### src/rtl/branch_verify_queue_if.sv
// Signal bundle between IF/WB (master side) and the branch verify queue (slave side).
// Optional stat_ctrl/stat_mispredict appear only when BRVQ_STATS_EN is defined.
interface branch_verify_queue_if;
   // push_valid is the only request qualifier; full is the ready indication and a push
   // made while full (with no retire freeing a slot that cycle) is dropped, not held.
   logic        push_valid;
   logic [15:0] push_pc;
   logic        push_hit;
   logic [15:0] push_target;
   logic        full;
   logic        empty;
   logic        wb_valid;
   logic [15:0] wb_pc;
   logic        wb_is_ctrl;
   logic        wb_taken;
   logic [15:0] wb_target;
   logic        redirect;
   logic [15:0] redirect_pc;
   logic        btb_update;
   logic [15:0] btb_update_pc;
   logic [15:0] btb_update_target;
   logic        sync_err;
   logic        state_dbg;
`ifdef BRVQ_STATS_EN
   logic [15:0] stat_ctrl;
   logic [15:0] stat_mispredict;
`endif

   modport master (
      output push_valid, push_pc, push_hit, push_target,
      output wb_valid, wb_pc, wb_is_ctrl, wb_taken, wb_target,
      input  full, empty, redirect, redirect_pc,
      input  btb_update, btb_update_pc, btb_update_target, sync_err, state_dbg
`ifdef BRVQ_STATS_EN
      , input stat_ctrl, stat_mispredict
`endif
   );

   modport slave (
      input  push_valid, push_pc, push_hit, push_target,
      input  wb_valid, wb_pc, wb_is_ctrl, wb_taken, wb_target,
      output full, empty, redirect, redirect_pc,
      output btb_update, btb_update_pc, btb_update_target, sync_err, state_dbg
`ifdef BRVQ_STATS_EN
      , output stat_ctrl, stat_mispredict
`endif
   );
endinterface

### src/rtl/branch_verify_queue.sv
// In-order queue of IF next-PC predictions, verified at WB retire; issues redirect/BTB training.
// Optional retire statistics are enabled with BRVQ_STATS_EN.
module branch_verify_queue #(
   parameter  int DEPTH = 8,
   localparam int PTRW  = $clog2(DEPTH)
) (
   input logic                 clk,
   input logic                 rst,
   branch_verify_queue_if.slave bus
);
   typedef enum logic {TRACK = 1'b0, FLUSH = 1'b1} state_t;

   state_t            state, state_nxt;
   logic [15:0]       pc_mem  [DEPTH];
   logic [15:0]       tgt_mem [DEPTH];
   logic [DEPTH-1:0]  hit_mem;
   logic [PTRW-1:0]   head, tail;
   logic [PTRW:0]     count;

   logic [15:0]       head_pc, head_tgt, pred_next, act_next;
   logic              head_hit, retire, pc_bad, mispredict, flush, train, push_ok;

   assign bus.full      = (count == (PTRW+1)'(DEPTH));
   assign bus.empty     = (count == '0);
   assign bus.state_dbg = (state == FLUSH);

   assign head_pc  = pc_mem[head];
   assign head_tgt = tgt_mem[head];
   assign head_hit = hit_mem[head];

   always_comb begin
      retire     = 1'b0;
      pc_bad     = 1'b0;
      mispredict = 1'b0;
      train      = 1'b0;
      push_ok    = 1'b0;
      state_nxt  = TRACK;
      pred_next  = head_hit ? head_tgt : head_pc + 16'd2;
      act_next   = (bus.wb_is_ctrl & bus.wb_taken) ? bus.wb_target : bus.wb_pc + 16'd2;
      case (state)
         TRACK: begin
            retire     = bus.wb_valid & ~bus.empty;
            pc_bad     = retire & (head_pc != bus.wb_pc);
            mispredict = retire & (pred_next != act_next);
            train      = retire & bus.wb_is_ctrl & bus.wb_taken &
                         (~head_hit | (head_tgt != bus.wb_target));
            // A retire frees its slot on the same edge, so full only blocks a lone push.
            push_ok    = bus.push_valid & (~bus.full | retire) & ~(pc_bad | mispredict);
            state_nxt  = (pc_bad | mispredict) ? FLUSH : TRACK;
         end
         FLUSH: state_nxt = TRACK;
         default: state_nxt = TRACK;
      endcase
   end

   assign flush = pc_bad | mispredict;

   always_ff @(posedge clk) begin
      if (rst) state <= TRACK;
      else     state <= state_nxt;
   end

   always_ff @(posedge clk) begin
      if (push_ok) begin
         pc_mem[tail]  <= bus.push_pc;
         tgt_mem[tail] <= bus.push_target;
         hit_mem[tail] <= bus.push_hit;
      end
   end

   always_ff @(posedge clk) begin
      if (rst) begin
         head  <= '0;
         tail  <= '0;
         count <= '0;
      end else if (flush) begin
         head  <= tail;
         count <= '0;
      end else begin
         if (retire)  head <= head + 1'b1;
         if (push_ok) tail <= tail + 1'b1;
         count <= count + (PTRW+1)'(push_ok) - (PTRW+1)'(retire);
      end
   end

   always_ff @(posedge clk) begin
      if (rst) begin
         bus.redirect          <= 1'b0;
         bus.redirect_pc       <= 16'h0000;
         bus.btb_update        <= 1'b0;
         bus.btb_update_pc     <= 16'h0000;
         bus.btb_update_target <= 16'h0000;
         bus.sync_err          <= 1'b0;
      end else begin
         bus.redirect   <= flush;
         bus.btb_update <= train;
         if (flush) bus.redirect_pc <= act_next;
         if (train) begin
            bus.btb_update_pc     <= bus.wb_pc;
            bus.btb_update_target <= bus.wb_target;
         end
         if (pc_bad) bus.sync_err <= 1'b1;
      end
   end

`ifdef BRVQ_STATS_EN
   always_ff @(posedge clk) begin
      if (rst) begin
         bus.stat_ctrl       <= 16'h0000;
         bus.stat_mispredict <= 16'h0000;
      end else begin
         if (retire & bus.wb_is_ctrl & (bus.stat_ctrl != 16'hFFFF))
            bus.stat_ctrl <= bus.stat_ctrl + 16'd1;
         // Sync errors redirect too but are not counted as mispredictions.
         if (mispredict & ~pc_bad & (bus.stat_mispredict != 16'hFFFF))
            bus.stat_mispredict <= bus.stat_mispredict + 16'd1;
      end
   end
`endif
endmodule

### src/flat_wrapper.sv
// flat-port wrapper written by rule: the top's interface ports become plain ports
module branch_verify_queue_flat 
#(
   parameter  int DEPTH = 8,
   localparam int PTRW  = $clog2(DEPTH)
)
  (clk, rst, bus_push_valid, bus_push_pc, bus_push_hit, bus_push_target, bus_wb_valid, bus_wb_pc, bus_wb_is_ctrl, bus_wb_taken, bus_wb_target, bus_full, bus_empty, bus_redirect, bus_redirect_pc, bus_btb_update, bus_btb_update_pc, bus_btb_update_target, bus_sync_err, bus_state_dbg);
  branch_verify_queue_if bus_i ();
  input logic clk;
  input logic rst;
  input wire logic [$bits(bus_i.push_valid)-1:0] bus_push_valid;
  input wire logic [$bits(bus_i.push_pc)-1:0] bus_push_pc;
  input wire logic [$bits(bus_i.push_hit)-1:0] bus_push_hit;
  input wire logic [$bits(bus_i.push_target)-1:0] bus_push_target;
  input wire logic [$bits(bus_i.wb_valid)-1:0] bus_wb_valid;
  input wire logic [$bits(bus_i.wb_pc)-1:0] bus_wb_pc;
  input wire logic [$bits(bus_i.wb_is_ctrl)-1:0] bus_wb_is_ctrl;
  input wire logic [$bits(bus_i.wb_taken)-1:0] bus_wb_taken;
  input wire logic [$bits(bus_i.wb_target)-1:0] bus_wb_target;
  output wire logic [$bits(bus_i.full)-1:0] bus_full;
  output wire logic [$bits(bus_i.empty)-1:0] bus_empty;
  output wire logic [$bits(bus_i.redirect)-1:0] bus_redirect;
  output wire logic [$bits(bus_i.redirect_pc)-1:0] bus_redirect_pc;
  output wire logic [$bits(bus_i.btb_update)-1:0] bus_btb_update;
  output wire logic [$bits(bus_i.btb_update_pc)-1:0] bus_btb_update_pc;
  output wire logic [$bits(bus_i.btb_update_target)-1:0] bus_btb_update_target;
  output wire logic [$bits(bus_i.sync_err)-1:0] bus_sync_err;
  output wire logic [$bits(bus_i.state_dbg)-1:0] bus_state_dbg;
  assign bus_i.push_valid = bus_push_valid;
  assign bus_i.push_pc = bus_push_pc;
  assign bus_i.push_hit = bus_push_hit;
  assign bus_i.push_target = bus_push_target;
  assign bus_i.wb_valid = bus_wb_valid;
  assign bus_i.wb_pc = bus_wb_pc;
  assign bus_i.wb_is_ctrl = bus_wb_is_ctrl;
  assign bus_i.wb_taken = bus_wb_taken;
  assign bus_i.wb_target = bus_wb_target;
  assign bus_full = bus_i.full;
  assign bus_empty = bus_i.empty;
  assign bus_redirect = bus_i.redirect;
  assign bus_redirect_pc = bus_i.redirect_pc;
  assign bus_btb_update = bus_i.btb_update;
  assign bus_btb_update_pc = bus_i.btb_update_pc;
  assign bus_btb_update_target = bus_i.btb_update_target;
  assign bus_sync_err = bus_i.sync_err;
  assign bus_state_dbg = bus_i.state_dbg;
  branch_verify_queue #(.DEPTH(DEPTH)) u_core (.clk(clk), .rst(rst), .bus(bus_i));
endmodule
### config.mk
export PLATFORM = sky130hd
export DESIGN_NAME = branch_verify_queue_flat
export DESIGN_NICKNAME = d
export VERILOG_FILES = /design/src/rtl/branch_verify_queue_if.sv /design/src/rtl/branch_verify_queue.sv /design/src/flat_wrapper.sv
export SDC_FILE = /design/constraint.sdc
export NUM_CORES = 1
export LEC_CHECK = 0
export ABC_AREA = 1
export BUFFER_PORTS_ARGS = -buffer_cell sky130_fd_sc_hd__buf_2
export CAP_MARGIN = 20
export CORE_ASPECT_RATIO = 1.2
export CORE_MARGIN = 2
export CORE_UTILIZATION = 35
export DETAILED_ROUTE_END_ITERATION = 6
export PLACE_DENSITY_LB_ADDON = 0.1
export RECOVER_POWER = 25
export SLEW_MARGIN = 40
export SYNTH_ARGS = -nofsm -noshare
export SYNTH_HDL_FRONTEND = slang
export SYNTH_SLANG_ARGS = --single-unit
export TNS_END_PERCENT = 5
### constraint.sdc
create_clock -name clk -period 9.05 [get_ports clk]
set_input_delay 1.81 -clock clk [delete_from_list [all_inputs] [get_ports clk]]
set_output_delay 1.81 -clock clk [all_outputs]
set_load 0.02 [all_outputs]
=== Word level (Yosys, flattened, before mapping) ===
Memory sizes are Yosys's and may differ from the RTL's. A register that Yosys moved wholly into a read port is not among the register bits.
Cells that the tools add are included.

* Register bits: 70
* Latch bits: 0
* Memory bits (writable): 256
* ROM bits: 0
* Bits of input ports: 71
* Output and inout bits: 54
* Word-level logic and storage cells: 72
* Memories kept: 2

* $add $sub $neg: 6
* $mul: 0
* Divide/modulo/power cells: 0
* Order comparisons: 3
* Equal/unequal tests: 4
* Shift-type cells: 0
* Multiplexer cells: 22
* Bitwise gates (word level): 19
* Reductions and logical operators: 5

{| class="wikitable"
|+ Memories
! name !! words !! width !! read ports !! clocked after memory_dff !! wr ports !! line !! RTL
|-
| u_core.pc_mem || 8 || 16 || 1 || 1 || 1 || branch_verify_queue.sv:14 || <nowiki>logic [15:0] pc_mem [DEPTH];</nowiki>
|-
| u_core.tgt_mem || 8 || 16 || 1 || 1 || 1 || branch_verify_queue.sv:15 || <nowiki>logic [15:0] tgt_mem [DEPTH];</nowiki>
|}

{| class="wikitable"
|+ Operators by type and width
! operator !! number
|-
| != test 16 bit || 3
|-
| adder 16 x 2 -> 16 bit, second input constant || 2
|-
| two-way mux 16 bit || 2
|-
| two-way mux 3 bit || 6
|-
| two-way mux 1 bit || 10
|-
| bitwise AND 1 bit || 9
|-
| bitwise mux 8 bit || 1
|-
| less-than comparator 3 x 4 -> 1 bit, second input constant || 2
|-
| adder 3 x 1 -> 3 bit, second input constant || 2
|-
| inverter 1 bit || 6
|-
| adder 4 x 1 -> 4 bit || 1
|-
| equality test 4 bit, second input constant || 1
|-
| zero test 4 bit || 1
|-
| bitwise OR 1 bit || 4
|-
| subtractor 4 x 1 -> 4 bit || 1
|-
| binary-select mux 1 bit (select 3 bit) || 1
|-
| demux 1 bit (select 3 bit) || 1
|-
| >= comparator 3 x 1 -> 1 bit, second input constant || 1
|-
| one-hot mux 1 bit (2 select lines) || 1
|-
| AND reduction 2 bit || 1
|-
| nonzero test 2 bit || 1
|-
| OR reduction 2 bit || 1
|-
| logical AND 1 bit || 1
|}

=== Logic depth before layout (Yosys ltp) ===
* Depth in word-level cells: 11
* Gate-level depth with buffers: 29
* Mapped depth without buffers: 27

=== Least setup slack after synthesis ===
No wires, ideal clock.

* Kind: input-to-reg
* Start: input bus_wb_pc[1]
* End: register u_core.hit_mem[1], enable pin
* Library setup time: 423 ps
* Data arrival time: 5021 ps
* Required time: 8627 ps
* Setup slack: 3605 ps
* Cell stages on the path: 19
* Path buffers: 0
* Cells stage by stage: ha_1 > nand2_1 > inv_1 > nand3_1 > nor2_1 > nand3_1 > a21oi_1 > o21ai_0 > o21ai_0 > inv_1 > nand3_1 > nand2_1 > nor2_1 > nand2_1 > nor2_2 > nand3_4 > nand2_4 > nand3_1 > nor2_1

* Cells in the longest elaborated chain, start to end: 8
* Elaborated cells between the ends (all ways): 10
* Those cells by class: add/sub: 1; eq/ne: 2; mux: 2; bitwise: 5

{| class="wikitable"
|+ RTL lines
! what !! line !! RTL
|-
| start, declared || flat_wrapper.sv:16 || <nowiki>input wire logic [$bits(bus_i.wb_pc)-1:0] bus_wb_pc;</nowiki>
|-
| adder 16 x 2 -> 16 bit || branch_verify_queue.sv:39 || <nowiki>act_next = (bus.wb_is_ctrl & bus.wb_taken) ? bus.wb_target : bus.wb_pc + 16'd2;</nowiki>
|-
| two-way mux 16 bit || branch_verify_queue.sv:39 ||
|-
| != test 16 bit || branch_verify_queue.sv:44 || <nowiki>mispredict = retire & (pred_next != act_next);</nowiki>
|-
| bitwise AND 1 bit || branch_verify_queue.sv:44 ||
|-
| bitwise OR 1 bit (*) || branch_verify_queue.sv:48 || <nowiki>push_ok = bus.push_valid & (~bus.full | retire) & ~(pc_bad | mispredict);</nowiki>
|-
| inverter 1 bit (*) || branch_verify_queue.sv:48 ||
|-
| bitwise AND 1 bit (*) || branch_verify_queue.sv:48 ||
|-
| two-way mux 1 bit (*) || branch_verify_queue.sv:40 || <nowiki>case (state)</nowiki>
|-
| end signal, assigned by index || branch_verify_queue.sv:67 || <nowiki>hit_mem[tail] <= bus.push_hit;</nowiki>
|-
| end, declared || branch_verify_queue.sv:16 || <nowiki>logic [DEPTH-1:0] hit_mem;</nowiki>
|}

Mark *: on every way between the ends. The rest lies on a longest branch, timed or not.
A chain may end at the register's enable or synchronous reset.

==> flow_summary.json <==
{
  "outcome": "complete, no violations",
  "place_area_sq_mm": 0.01676,
  "start_util_pct": 35.21,
  "wl_per_cell_um": 18.82,
  "worst_setup_path_end_kind": "flip-flop",
  "finalHoldViolations": 0,
  "max_slew.worst_pin.slew_ns": 0.8412,
  "fin_util_pct": 40.05,
  "synthCells": 1728,
  "drc": 0,
  "pin_count": 125,
  "synthTopCellsByCount": "nand2_1, edfxtp_1, inv_1",
  "synthArstFlopShare_pct": 0,
  "n_antenna_cell": 0,
  "synth-simple-area-share_pct": 24.57,
  "power.total_mw": 5.537,
  "rsz0062_at_grt": "false",
  "dr_wl_met2_um": 21590,
  "synthMuxAreaShare_pct": 0.2791,
  "setup_viol": 0,
  "path_max_fanout": 41,
  "fp-row-count": 85,
  "cts_hold_buf": 0,
  "synth_edf_count": 264,
  "path_class": "flip-flop to flip-flop",
  "postLayoutCellArea_sq_mm": 0.01785,
  "holdPathEnd": "u_core.bus.btb_update_pc[8]",
  "drive_above_1_share_pct": 13.00,
  "synth_compound_area_share_pct": 6.564,
  "final.min_clock_period_ns": 5.214,
  "synth_top_area_cell": "edfxtp_1",
  "dr.pass1.iters": 7,
  "io_buffers": 124,
  "synth-seq-area-share_pct": 58.82,
  "cp_data_arrival_time_ns": 5.38,
  "die_area_sq_mm": 0.04654,
  "grt_max_degree": 92,
  "vdd_drop_max_v": 0.0001131,
  "synth_fa_ha_area_share_pct": 0.9251,
  "grt_pass1_vias": 11440,
  "setup_tns_ns": 0,
  "crit_required_ns": 9.22,
  "synth_top_family_by_area": "simple AND/OR/NAND/NOR gates",
  "antenna_found_initial": 2,
  "viasPerCell": 4.903,
  "clk_latency_ns": 0.54,
  "syn_area_sq_mm": 0.01569,
  "clockRootBuffer": "clkbuf_16",
  "finalClockSkew_ns": 0.01434,
  "slew_violations": 0,
  "core_area_sq_mm": 0.04456,
  "hp-class": "flip-flop to flip-flop",
  "fin_nets": 1921,
  "m1WireLength_um": 19950,
  "syn_nets": 1810,
  "cap_violations": 0,
  "grt_pass1_wl_um": 69020,
  "path_cells": "inv_2 -> buf_4 -> nand3_1 -> nand2_1 -> nand2_1 -> nand2_2 -> ha_1 -> nand3_1 -> nor2_2 -> nand2_1 -> nand2_1 -> nand3_1 -> nand3_1 -> nand2_1 -> nor2_1 -> nand2_1 -> nor2_2 -> nand3_4 -> nand2_4 -> nand3_1 -> nor2_4 -> buf_4",
  "synth.avg_cell_area_sq_um": 9.079,
  "grt.total_usage_pct": 19.71,
  "power.leakage_nw": 7.585,
  "relSlewSlack_pct": 43.32,
  "min_path_cells": 2,
  "clk_path_buf_depth": 3,
  "ys.flop_type": "edfxtp_1",
  "synth_top_area_share_pct": 50.53,
  "area_growth_pct": 13.77,
  "wl_met3_um": 2439,
  "cts_resized": 0,
  "drt.antenna.violating_nets": 0,
  "hold_start": "u_core.bus.btb_update_pc[8]",
  "netlist_top_cells_area": "edfxtp_1, nand2_1, dfxtp_1",
  "setup_slack_ns": 3.836,
  "wirelength_um": 45680,
  "cts_num_sinks": 329,
  "yosys_register_bits": 329,
  "postCtsSetupBuffers": 0,
  "ys_warn_count": 0,
  "grt_overflow_total": 0,
  "cp_common_cell": "nand2_1",
  "layoutNonFillerInstCount": 2427,
  "fp.dieW_um": 197.3,
  "cts_tree": "yes",
  "dpl.cell_count": 2365,
  "clk_pin_slew_ns": 0.06,
  "dp_hpwl_um": 30300,
  "synthXorXnorAreaFrac_pct": 0.6699,
  "routabilityCongestion": 0.8693,
  "reg2reg_slack_ns": 3.84,
  "fmax_mhz": 191.8,
  "critPathLaunchType": "flip-flop",
  "critPathSlowestCell": "buf_4",
  "routed.top_layer": "met5",
  "num_vias": 11900,
  "drt_iter0_drc": 759,
  "dieHeight_um": 235.9,
  "cts_buffers": 37,
  "r2r_cells": 22,
  "dp_slack_ns": 3.527,
  "regToRegEndpoint": "u_core.pc_mem[1][4]",
  "post_synth_num_cell_types": 49,
  "fin_hold_ws_ns": 0.4766,
  "fin_crit_sh_pct": 57.61,
  "p_per_area_mw_per_mm2": 310.2,
  "yosysMostFrequentCell": "nand2_1",
  "htreeDepth": 2,
  "cpPeakStageDelay_ns": 0.56
}
-- cells in the final DEF, fill, tap and decap left out, drive strengths merged, types with 15 or more instances in the layout --
cell type,instances
buf,121
clkbuf,66
clkinv,15
dfxtp,65
edfxtp,264
inv,217
nand2,492
nand3,202
nor2,185
o21ai,138
o22ai,25
-- cells by family after synthesis --
kind of cell,after synthesis
flops,329
mux,4
buf+inv,287
xor+xnor,12
simple gates,900
fa+ha+maj,11
compound gates,185
-- worst max path at each step --
stage | endpoint | depth (start not counted)
2_1_floorplan | u_core.hit_mem[1] | 19
3_3_place_gp | u_core.pc_mem[3][5] | 17
3_5_place_dp | u_core.pc_mem[1][5] | 17
4_1_cts | u_core.pc_mem[1][11] | 22
5_1_grt | u_core.pc_mem[3][2] | 22
6_report | u_core.pc_mem[1][4] | 22
-- flip-flops by register name (all words and copies together) (netlist names), named ones only --
| name | count |
|---|---|
| u_core.bus.btb_update | 1 |
| u_core.bus.btb_update_pc | 16 |
| u_core.bus.btb_update_target | 16 |
| u_core.bus.redirect | 1 |
| u_core.bus.redirect_pc | 16 |
| u_core.bus.state_dbg | 1 |
| u_core.bus.sync_err | 1 |
| u_core.count | 4 |
| u_core.head | 3 |
| u_core.hit_mem | 8 |
| u_core.pc_mem | 128 |
| u_core.tail | 3 |
| u_core.tgt_mem | 128 |
-- metal layers --
metal	vias to the layer above	global-route usage, %
li1	5904	-
met1	5589	25.68
met2	322	32.69
met3	81	3.146
met4	4	7.952
met5	-	0
-- area by class of cell --
type                       count  area (sq um)
multi-input combinational   1112          5235
sequential                   329          9235
inverter                     216         819.5
timing repair buffer         143         739.5
clock buffer                  44         972.2
tap                          565         706.9
fill                        4464         26710
clock inverter                18         140.1
-- report_power, final --
| group | switching (mW) | internal [mW] |
|---|---|---|
| clock | 0.602 | 0.798 |
| sequential | 0.112 | 1.80 |
| combinational | 1.61 | 0.606 |
| total | 2.33 | 3.21 |
-- critical path, delay by kind of cell (launching register included) --
family                   cells  cell delay (ns)
adder cells (fa/ha/maj)      1             0.21
AND/OR/NAND/NOR             18             2.51
flip-flops                   1             0.52
buffers and inverters        3             1.51
(Power assumes the default switching activity.)
